File: src/rtl/alu_mul_seq.sv
// alu_mul_seq: shift-and-add 16-bit multiplier that borrows an external
// Hack ALU for all arithmetic, issuing one ALU micro-op per cycle.
//
// Ports:
//   clk, rst_n     clock, async active-low reset
//   start, a, b    request and operands (sampled when accepted in IDLE)
//   busy, done     busy outside IDLE; done is a one-cycle product-valid pulse
//   product        low WIDTH bits of a*b, held until the next accepted start
//   alu_x, alu_y   ALU operands
//   alu_zx..alu_no ALU control bits
//   alu_out,alu_zr ALU result and zero flag
//
// Build option: ALU_MUL_EARLY_EXIT_EN finishes as soon as the doubled
// multiplicand becomes zero.
module alu_mul_seq #(
  parameter int WIDTH = 16
) (
  input  logic             clk,
  input  logic             rst_n,
  input  logic             start,
  input  logic [WIDTH-1:0] a,
  input  logic [WIDTH-1:0] b,
  output logic             busy,
  output logic             done,
  output logic [WIDTH-1:0] product,
  output logic [WIDTH-1:0] alu_x,
  output logic [WIDTH-1:0] alu_y,
  output logic             alu_zx,
  output logic             alu_nx,
  output logic             alu_zy,
  output logic             alu_ny,
  output logic             alu_f,
  output logic             alu_no,
  input  logic [WIDTH-1:0] alu_out,
  input  logic             alu_zr
);

  typedef enum logic [2:0] {
    S_IDLE,
    S_TEST,
    S_ADD,
    S_DBL_M,
    S_DBL_K,
    S_DONE
  } state_t;

  state_t state_q;
  state_t state_d;

  logic [WIDTH-1:0] mcand;
  logic [WIDTH-1:0] mplier;
  logic [WIDTH-1:0] acc;
  logic [WIDTH-1:0] mask;

  always_ff @(posedge clk or negedge rst_n) begin
    if (!rst_n) begin
      state_q <= S_IDLE;
    end else begin
      state_q <= state_d;
    end
  end

  always_comb begin
    state_d = state_q;
    unique case (state_q)
      S_IDLE:  if (start) state_d = S_TEST;
      S_TEST:  state_d = alu_zr ? S_DBL_M : S_ADD;
      S_ADD:   state_d = S_DBL_M;
`ifdef ALU_MUL_EARLY_EXIT_EN
      S_DBL_M: state_d = alu_zr ? S_DONE : S_DBL_K;
`else
      S_DBL_M: state_d = S_DBL_K;
`endif
      // mask doubling to zero means bit 15 has been processed
      S_DBL_K: state_d = alu_zr ? S_DONE : S_TEST;
      S_DONE:  state_d = S_IDLE;
      default: state_d = S_IDLE;
    endcase
  end

  // x/y select and ADD-vs-AND; other ALU controls are never used
  always_comb begin
    alu_x = '0;
    alu_y = '0;
    alu_f = 1'b0;
    unique case (state_q)
      S_TEST: begin
        alu_x = mplier;
        alu_y = mask;
      end
      S_ADD: begin
        alu_x = acc;
        alu_y = mcand;
        alu_f = 1'b1;
      end
      S_DBL_M: begin
        alu_x = mcand;
        alu_y = mcand;
        alu_f = 1'b1;
      end
      S_DBL_K: begin
        alu_x = mask;
        alu_y = mask;
        alu_f = 1'b1;
      end
      default: begin
        alu_x = '0;
        alu_y = '0;
        alu_f = 1'b0;
      end
    endcase
  end

  assign alu_zx = 1'b0;
  assign alu_nx = 1'b0;
  assign alu_zy = 1'b0;
  assign alu_ny = 1'b0;
  assign alu_no = 1'b0;

  assign busy = (state_q != S_IDLE);
  assign done = (state_q == S_DONE);

  always_ff @(posedge clk or negedge rst_n) begin
    if (!rst_n) begin
      mcand   <= '0;
      mplier  <= '0;
      acc     <= '0;
      mask    <= '0;
      product <= '0;
    end else begin
      unique case (state_q)
        S_IDLE: begin
          if (start) begin
            mcand  <= a;
            mplier <= b;
            acc    <= '0;
            mask   <= WIDTH'(1);
          end
        end
        S_ADD: acc <= alu_out;
        S_DBL_M: begin
          mcand <= alu_out;
`ifdef ALU_MUL_EARLY_EXIT_EN
          // remaining partial products are all zero
          if (alu_zr) product <= acc;
`endif
        end
        S_DBL_K: begin
          mask <= alu_out;
          // acc already holds this iteration's add, if any
          if (alu_zr) product <= acc;
        end
        default: begin
        end
      endcase
    end
  end

endmodule

File: config.mk
export PLATFORM = sky130hd
export DESIGN_NAME = alu_mul_seq
export DESIGN_NICKNAME = d
export VERILOG_FILES = /design/src/rtl/alu_mul_seq.sv
export SDC_FILE = /design/constraint.sdc
export NUM_CORES = 1
export LEC_CHECK = 0
export CORE_AREA = 2 2 103 105
export DETAILED_ROUTE_END_ITERATION = 6
export DIE_AREA = 0 0 105 107
export GPL_TIMING_DRIVEN = 0
export PLACE_DENSITY_LB_ADDON = 0.1
export SLEW_MARGIN = 30
export SYNTH_ARGS = -nofsm -noshare
export SYNTH_HDL_FRONTEND = slang
export SYNTH_SLANG_ARGS = --single-unit
File: constraint.sdc
create_clock -name clk -period 3.7 [get_ports clk]
set_clock_uncertainty 0.2 [all_clocks]
set_input_delay 0.74 -clock clk [delete_from_list [all_inputs] [get_ports clk]]
set_output_delay 0.74 -clock clk [all_outputs]
set_load 0.02 [all_outputs]
==> results.md, run 1 <==
- Die Wd: ~110 µm
- Slowest cell delay on critical path: 590 ps
- Final setup viols: 0
- N_diodes: 0
- FP Rows: 37
- CP delay by family, top: buffers and inverters
- CTS tree: done
- P per Cell Area: 1030 nW/µm²
- Vias/cell: 5.41
- FF-to-FF End: acc[12]
- Largest net degree at the start of global routing: 59
- Starting density of the core: 39.4%
- Clock transition at path regs: 80 ps
- Startpoint types: flip-flop
- Crit. Startpoint: state_q[0]
- Crit path capture: alu_x[13]
- Max_slew headroom: 55.8%
- Fin worst setup slack: 130 ps
- Synth top area share: 52.3%
- Fin crit share: 96.5%
- Global route total overflow: 0
- Cells after Synth: 318
- DP Cell Count: 561
- DP Wirelength: 8.14 mm
- Synth area leaders: dfrtp_1 (52%), a22o_1 (10%), mux2i_1 (8.1%), mux2_2 (6.5%), mux2_4 (3.4%)
- PortBufs: between 100 and 150
- Static Leakage: 2.34 nW
- Most common cell after layout, fill and taps aside: clkdlybuf4s50_1
- Synth cell types: 31
- Die area: 11,200 µm²
- Nets: just under 500
- Clock Tree Buf Depth: 2
- GRT Util Overall: 21.3%
- Fin. max-slew vios: 0
- Sum Neg Setup Slack: 0 ps
- CTS Hold Bufs: 0
- 1st-iter DRT viols: between 100 and 150
- Seq/Total Area, Yosys: 52.3%
- DR vias: 3,122
- Quantity of gates resized following cts: 0
- Vias in the first global route: 3,235
- WP buf/inv: 4
- Clk sink count: 83
- Pre-CTS setup slack: 496 ps
- # H-tree levels: 3
- Hold_ws: 43.1 ps
- Max Clock Freq: approximately 0.28 GHz
- Post-CTS Repair Setup Buffers: 0
- Global-route wire length before repair: around 18 mm
- Most frequent cells in the layout: clkdlybuf4s50_1 (101), dfrtp_1 (83), a22o_1 (47)
- Final min period: roughly 3600 ps
- Hold Path Class: primary input to async pin
- Layout fillers: 968
- Final Non-Filler Cells: ~580
- CP max stage cell: clkdlybuf4s50_1
- Leading area contributor after synthesis: dfrtp_1
- Final ANT Viol Nets: 0
- Slew @ Worst Pin: 663 ps
- CP Class: flip-flop to output pin
- R2r setup slk: 1680 ps
- RSZ-0062 raised after global routing: no
- Synth Area per Inst: between 10 and 15 µm²
- Endpoints failing hold: 0
- Ports: 108
- R2r startpoint: state_q[2]
- Synthesized cell area: 3970 µm²
- CTS root buf: clkbuf_8
- Max-Cap Viols: 0
- Area of the core: 10,100 µm²
- Crit path capture type: output pin
- Worst Path Arrival: 2630 ps
- Ratio of cells with drive above 1 in the final layout: between 15 and 20%
- Run status: completed
- DRT Pass-1 Iters: 6
- Total Wirelength: 11.7 mm
- Worst reg2reg path depth: 4
- Max FO, Critical Path: 10
- Yosys reg bits: 83
- Worst path cell trace: buf_6 > clkbuf_1 > clkbuf_1 > o22ai_1 > clkdlybuf4s50_1
- Die outline height: 107 µm
- WP depth: 5
- Clk Latency, worst-skew pair: between 300 and 400 ps
- IR drop worst, VDD: 0.430 mV
- Initial antenna violation count: 0
- Number of remaining DRC errors: 0
- Avg WL per Cell: 20.3 µm
- P&R area growth vs syn: 36.5%
- Yosys warns: 0
- Worst EP required: roughly 2800 ps
- CTS buffer count: 9
- Most used cell, CP: clkbuf_1
- GPL Wtd Cong: 0.768
power by group:
part           leakage [nW]  total (W)  switching, W  internal [W]
Combinational          1.21    0.00319       0.00165       0.00154
Sequential             1.03    0.00167      0.000324       0.00135
Clock                0.0968   0.000705      0.000323      0.000381
Total                  2.34    0.00557       0.00230       0.00327
cell type report:
type | instances | area [µm²] | area share [%]
plain buffers | 34 | 223 | 4.11
clock inverters | 4 | 75.1 | 1.38
repair buffers | 103 | 1050 | 19.4
multi-input cells | 204 | 1690 | 31.1
flip-flops and latches | 83 | 2080 | 38.3
inverters | 1 | 3.75 | 0.0692
well taps | 136 | 170 | 3.14
clock buffers | 12 | 135 | 2.49
how the worst min path moves through the flow:
stage	startpoint	end	slack, ps
2_1_floorplan	rst_n	acc[0]	240
3_3_place_gp	product[3]	product[3]	290
3_5_place_dp	mplier[15]	mplier[15]	300
4_1_cts	rst_n	mcand[13]	50
5_1_grt	rst_n	mplier[0]	50
6_report	rst_n	mplier[0]	40
flip-flops by register name, summed over array words and instances (netlist names):
register and count:
acc 16, mask 16, mcand 16, mplier 16, product 16, state_q 3
layer usage:
metal	global-route usage, %	wire [µm]	share of wire [%]	up-vias
li1	-	-	-	1418
met1	28.8	5260	45	1552
met2	35.1	5640	48	134
met3	4.32	665	5.7	18
met4	5.81	153	1.3	0
met5	0	0	0	-
cells by family (layout without fill, tap and decap cells):
kind of cell	Yosys count	count (layout)	synth area share (%)
multiplexers	64	64	18.0
flip-flops	83	83	52.3
AND/OR/NAND/NOR	35	35	5.29
other	1	5	0.0944
AO/OA/AOI/OAI	99	99	18.5
XOR/XNOR	1	1	0.221
buffers and inverters	35	154	5.58
cell usage after synthesis, drive strengths merged:
master   n
conb     1
inv      1
o22ai   16
or2      1
clkbuf  10
xnor2    1
dfrtp   83
nor2b    2
nor4b    1
a22oi   16
mux2i   32
mux2    32
o21ai    2
nand2b   2
a21oi   18
nand2    3
buf     24
nor3b    3
and3b    1
nand3b   1
a22o    47
nor2    20
or3      1
worst register-to-register path, cell delays in order, from the launching register on:
cell      delay (ps)
dfrtp_1          390
buf_4            180
nor3b_4          450
clkbuf_1         510
a22o_1           230
stage by stage:
stage / cell area (µm²) / utilization, % / power, W
6_report: 5420 / 53.7 / 0.00557
3_5_place_dp: 5210 / 51.6 / 0.00486
4_1_cts: 5420 / 53.7 / 0.00557
2_1_floorplan: 3990 / - / 0.00355
5_1_grt: 5420 / 53.7 / 0.00587
3_3_place_gp: 5180 / 51.3 / 0.00481
No activity file was read; power rests on OpenSTA's default activity.
==> inputs of run 2 (changes only) <==
MAX_ROUTING_LAYER = met4   (was not set)
==> results.md, run 2 (synthesis results as in run 1) <==
- Initial antenna violation count: 0 (unchanged)
- Post-route cell area: 5420 µm² (unchanged)
- Die area: 11,200 µm² (unchanged)
- IR drop worst, VDD: 0.427 mV (-0.75%)
- # H-tree levels: 3 (unchanged)
- Max FO, Critical Path: 10 (unchanged)
- DRT Pass-1 Iters: 6 (unchanged)
- Worst path cell trace: buf_6 > nand2b_1 > buf_2 > a21oi_2 > buf_2 > a22o_1 > clkdlybuf4s50_1
- Vias/cell: 5.35 (-1.1%)
- Max-Cap Viols: 0 (unchanged)
- DP Wirelength: 8.14 mm (unchanged)
- DR vias: 3,087 (-1.1%)
- DP Cell Count: 561 (unchanged)
- 1st-iter DRT viols: 140 (-1.4%)
- Max Clock Freq: 0.279 GHz (-0.57%)
- CTS tree: done
- CTS buffer count: 9 (unchanged)
- Global-route wire length before repair: 18.2 mm (unchanged)
- GPL Wtd Cong: 0.778 (+1.3%)
- Endpoints failing hold: 0 (unchanged)
- Most common cell after layout, fill and taps aside: clkdlybuf4s50_1
- Starting density of the core: 39.4% (unchanged)
- Worst EP required: 2760 ps (about the same)
- Clk Latency, worst-skew pair: 350 ps (about the same)
- Hold Path Class: primary input to async pin
- Largest net degree at the start of global routing: 59 (unchanged)
- Area of the core: 10,100 µm² (unchanged)
- CP Class: flip-flop to output pin
- Max_slew headroom: 55.8% (about the same)
- P&R area growth vs syn: 36.5% (unchanged)
- Final Non-Filler Cells: 577 (unchanged)
- Total Wirelength: 11.7 mm (about the same)
- N_diodes: 0 (unchanged)
- Most used cell, CP: buf_2
- Vias in the first global route: 3,235 (unchanged)
- Placed cell area: 5210 µm² (unchanged)
- CP max stage cell: clkdlybuf4s50_1
- Clock Tree Buf Depth: 2 (unchanged)
- CTS root buf: clkbuf_8
- Avg WL per Cell: 20.3 µm (about the same)
- P per Cell Area: 1030 nW/µm² (about the same)
- Core Util, Final: 53.7% (unchanged)
- Static Leakage: 2.34 nW (unchanged)
- Worst Path Arrival: 2650 ps (+20 ps)
- Ratio of cells with drive above 1 in the final layout: 18.1% (unchanged)
- Slowest cell delay on critical path: 620 ps (+30 ps)
- Final min period: 3590 ps (+20.4 ps)
- FP Rows: 37 (unchanged)
- Most frequent cells in the layout: clkdlybuf4s50_1 (101), dfrtp_1 (83), a22o_1 (47)
- PortBufs: 102 (unchanged)
- Layout fillers: 968 (unchanged)
- Number of remaining DRC errors: 0 (unchanged)
- GRT Util Overall: 22.0% (+0.66 points)
- Clock transition at path regs: 80 ps (about the same)
- Global route total overflow: 0 (unchanged)
- Final ANT Viol Nets: 0 (unchanged)
- Die outline height: 107 µm (unchanged)
- Startpoint types: flip-flop
- Die Wd: 105 µm (unchanged)
- Slew @ Worst Pin: 663 ps (-0.156 ps)
- RSZ-0062 raised after global routing: no
- CTS Hold Bufs: 0 (unchanged)
- Nets: 488 (unchanged)
- Crit path capture type: output pin
- Ports: 108 (unchanged)
- Fin. max-slew vios: 0 (unchanged)
- Fin crit share: 97.0% (+0.55 points)
- Final setup viols: 0 (unchanged)
- Run status: completed
- Clk sink count: 83 (unchanged)
-- run 2: cell counts in the layout (fill, tap and decap cells not counted) --
No cell type changed its count.
-- run 2: what timing repair did --
item | 4_1_cts | 5_1_grt
setup endpoints to repair | 0 | 18
hold endpoints to repair | 0 | 0
resized for setup | 0 | 5
buffers inserted | 0 | 0
-- run 2: through the flow --
stage,setup TNS [ps],setup slack (ps),hold WS (ps),power [W]
2_1_floorplan,0,1290,244,0.00355
3_3_place_gp,-119450,-1450,294,0.00481
3_5_place_dp,0,496,295,0.00486
4_1_cts,0,93.2,47.5,0.00557
5_1_grt,0,7.40,45.5,0.00587
6_report,0,110,45.8,0.00556
-- run 2: layer usage --
layer / vias to the layer above / global-route usage (%) / wire length, µm
li1: 1413 / - / -
met1: 1536 / 29.1 / 5270
met2: 125 / 35.1 / 5660
met3: 13 / 4.13 / 680
met4: 0 / 5.81 / 104
met5: - / - / 0
-- run 2: path summary, 6_finish.rpt --
path	startpoint	endpoint	slack [ps]	cells after the start
setup / recovery	state_q[0]	alu_y[11]	110	7
hold / removal	rst_n	mplier[0]	50	1
setup reg to reg	state_q[2]	acc[7]	1720	4
hold reg to reg	product[3]	product[3]	310	1
max in group asynchronous	rst_n	mask[8]	2680	2
min in group clk	product[3]	product[3]	310	1
-- run 2: area by class of cell --
type | instances | area [µm²] | share of cell area [%]
clock inverter | 4 | 75.1 | 1.38
buffer | 34 | 223 | 4.11
tap | 136 | 170 | 3.14
timing repair buffer | 103 | 1050 | 19.4
clock buffer | 12 | 135 | 2.49
sequential | 83 | 2080 | 38.3
inverter | 1 | 3.75 | 0.0692
multi-input combinational | 204 | 1690 | 31.1
-- run 2: power by group --
part / switching [W] / total, W / internal, W
clock: 0.000323 / 0.000705 / 0.000381
sequential: 0.000322 / 0.00167 / 0.00135
combinational: 0.00165 / 0.00319 / 0.00154
-- run 2: critical path, delay by kind of cell (launching register included) --
kind / cells / cell delay, ps
simple gates: 1 / 60
compound gates: 2 / 580
buf+inv: 4 / 1320
flops: 1 / 350
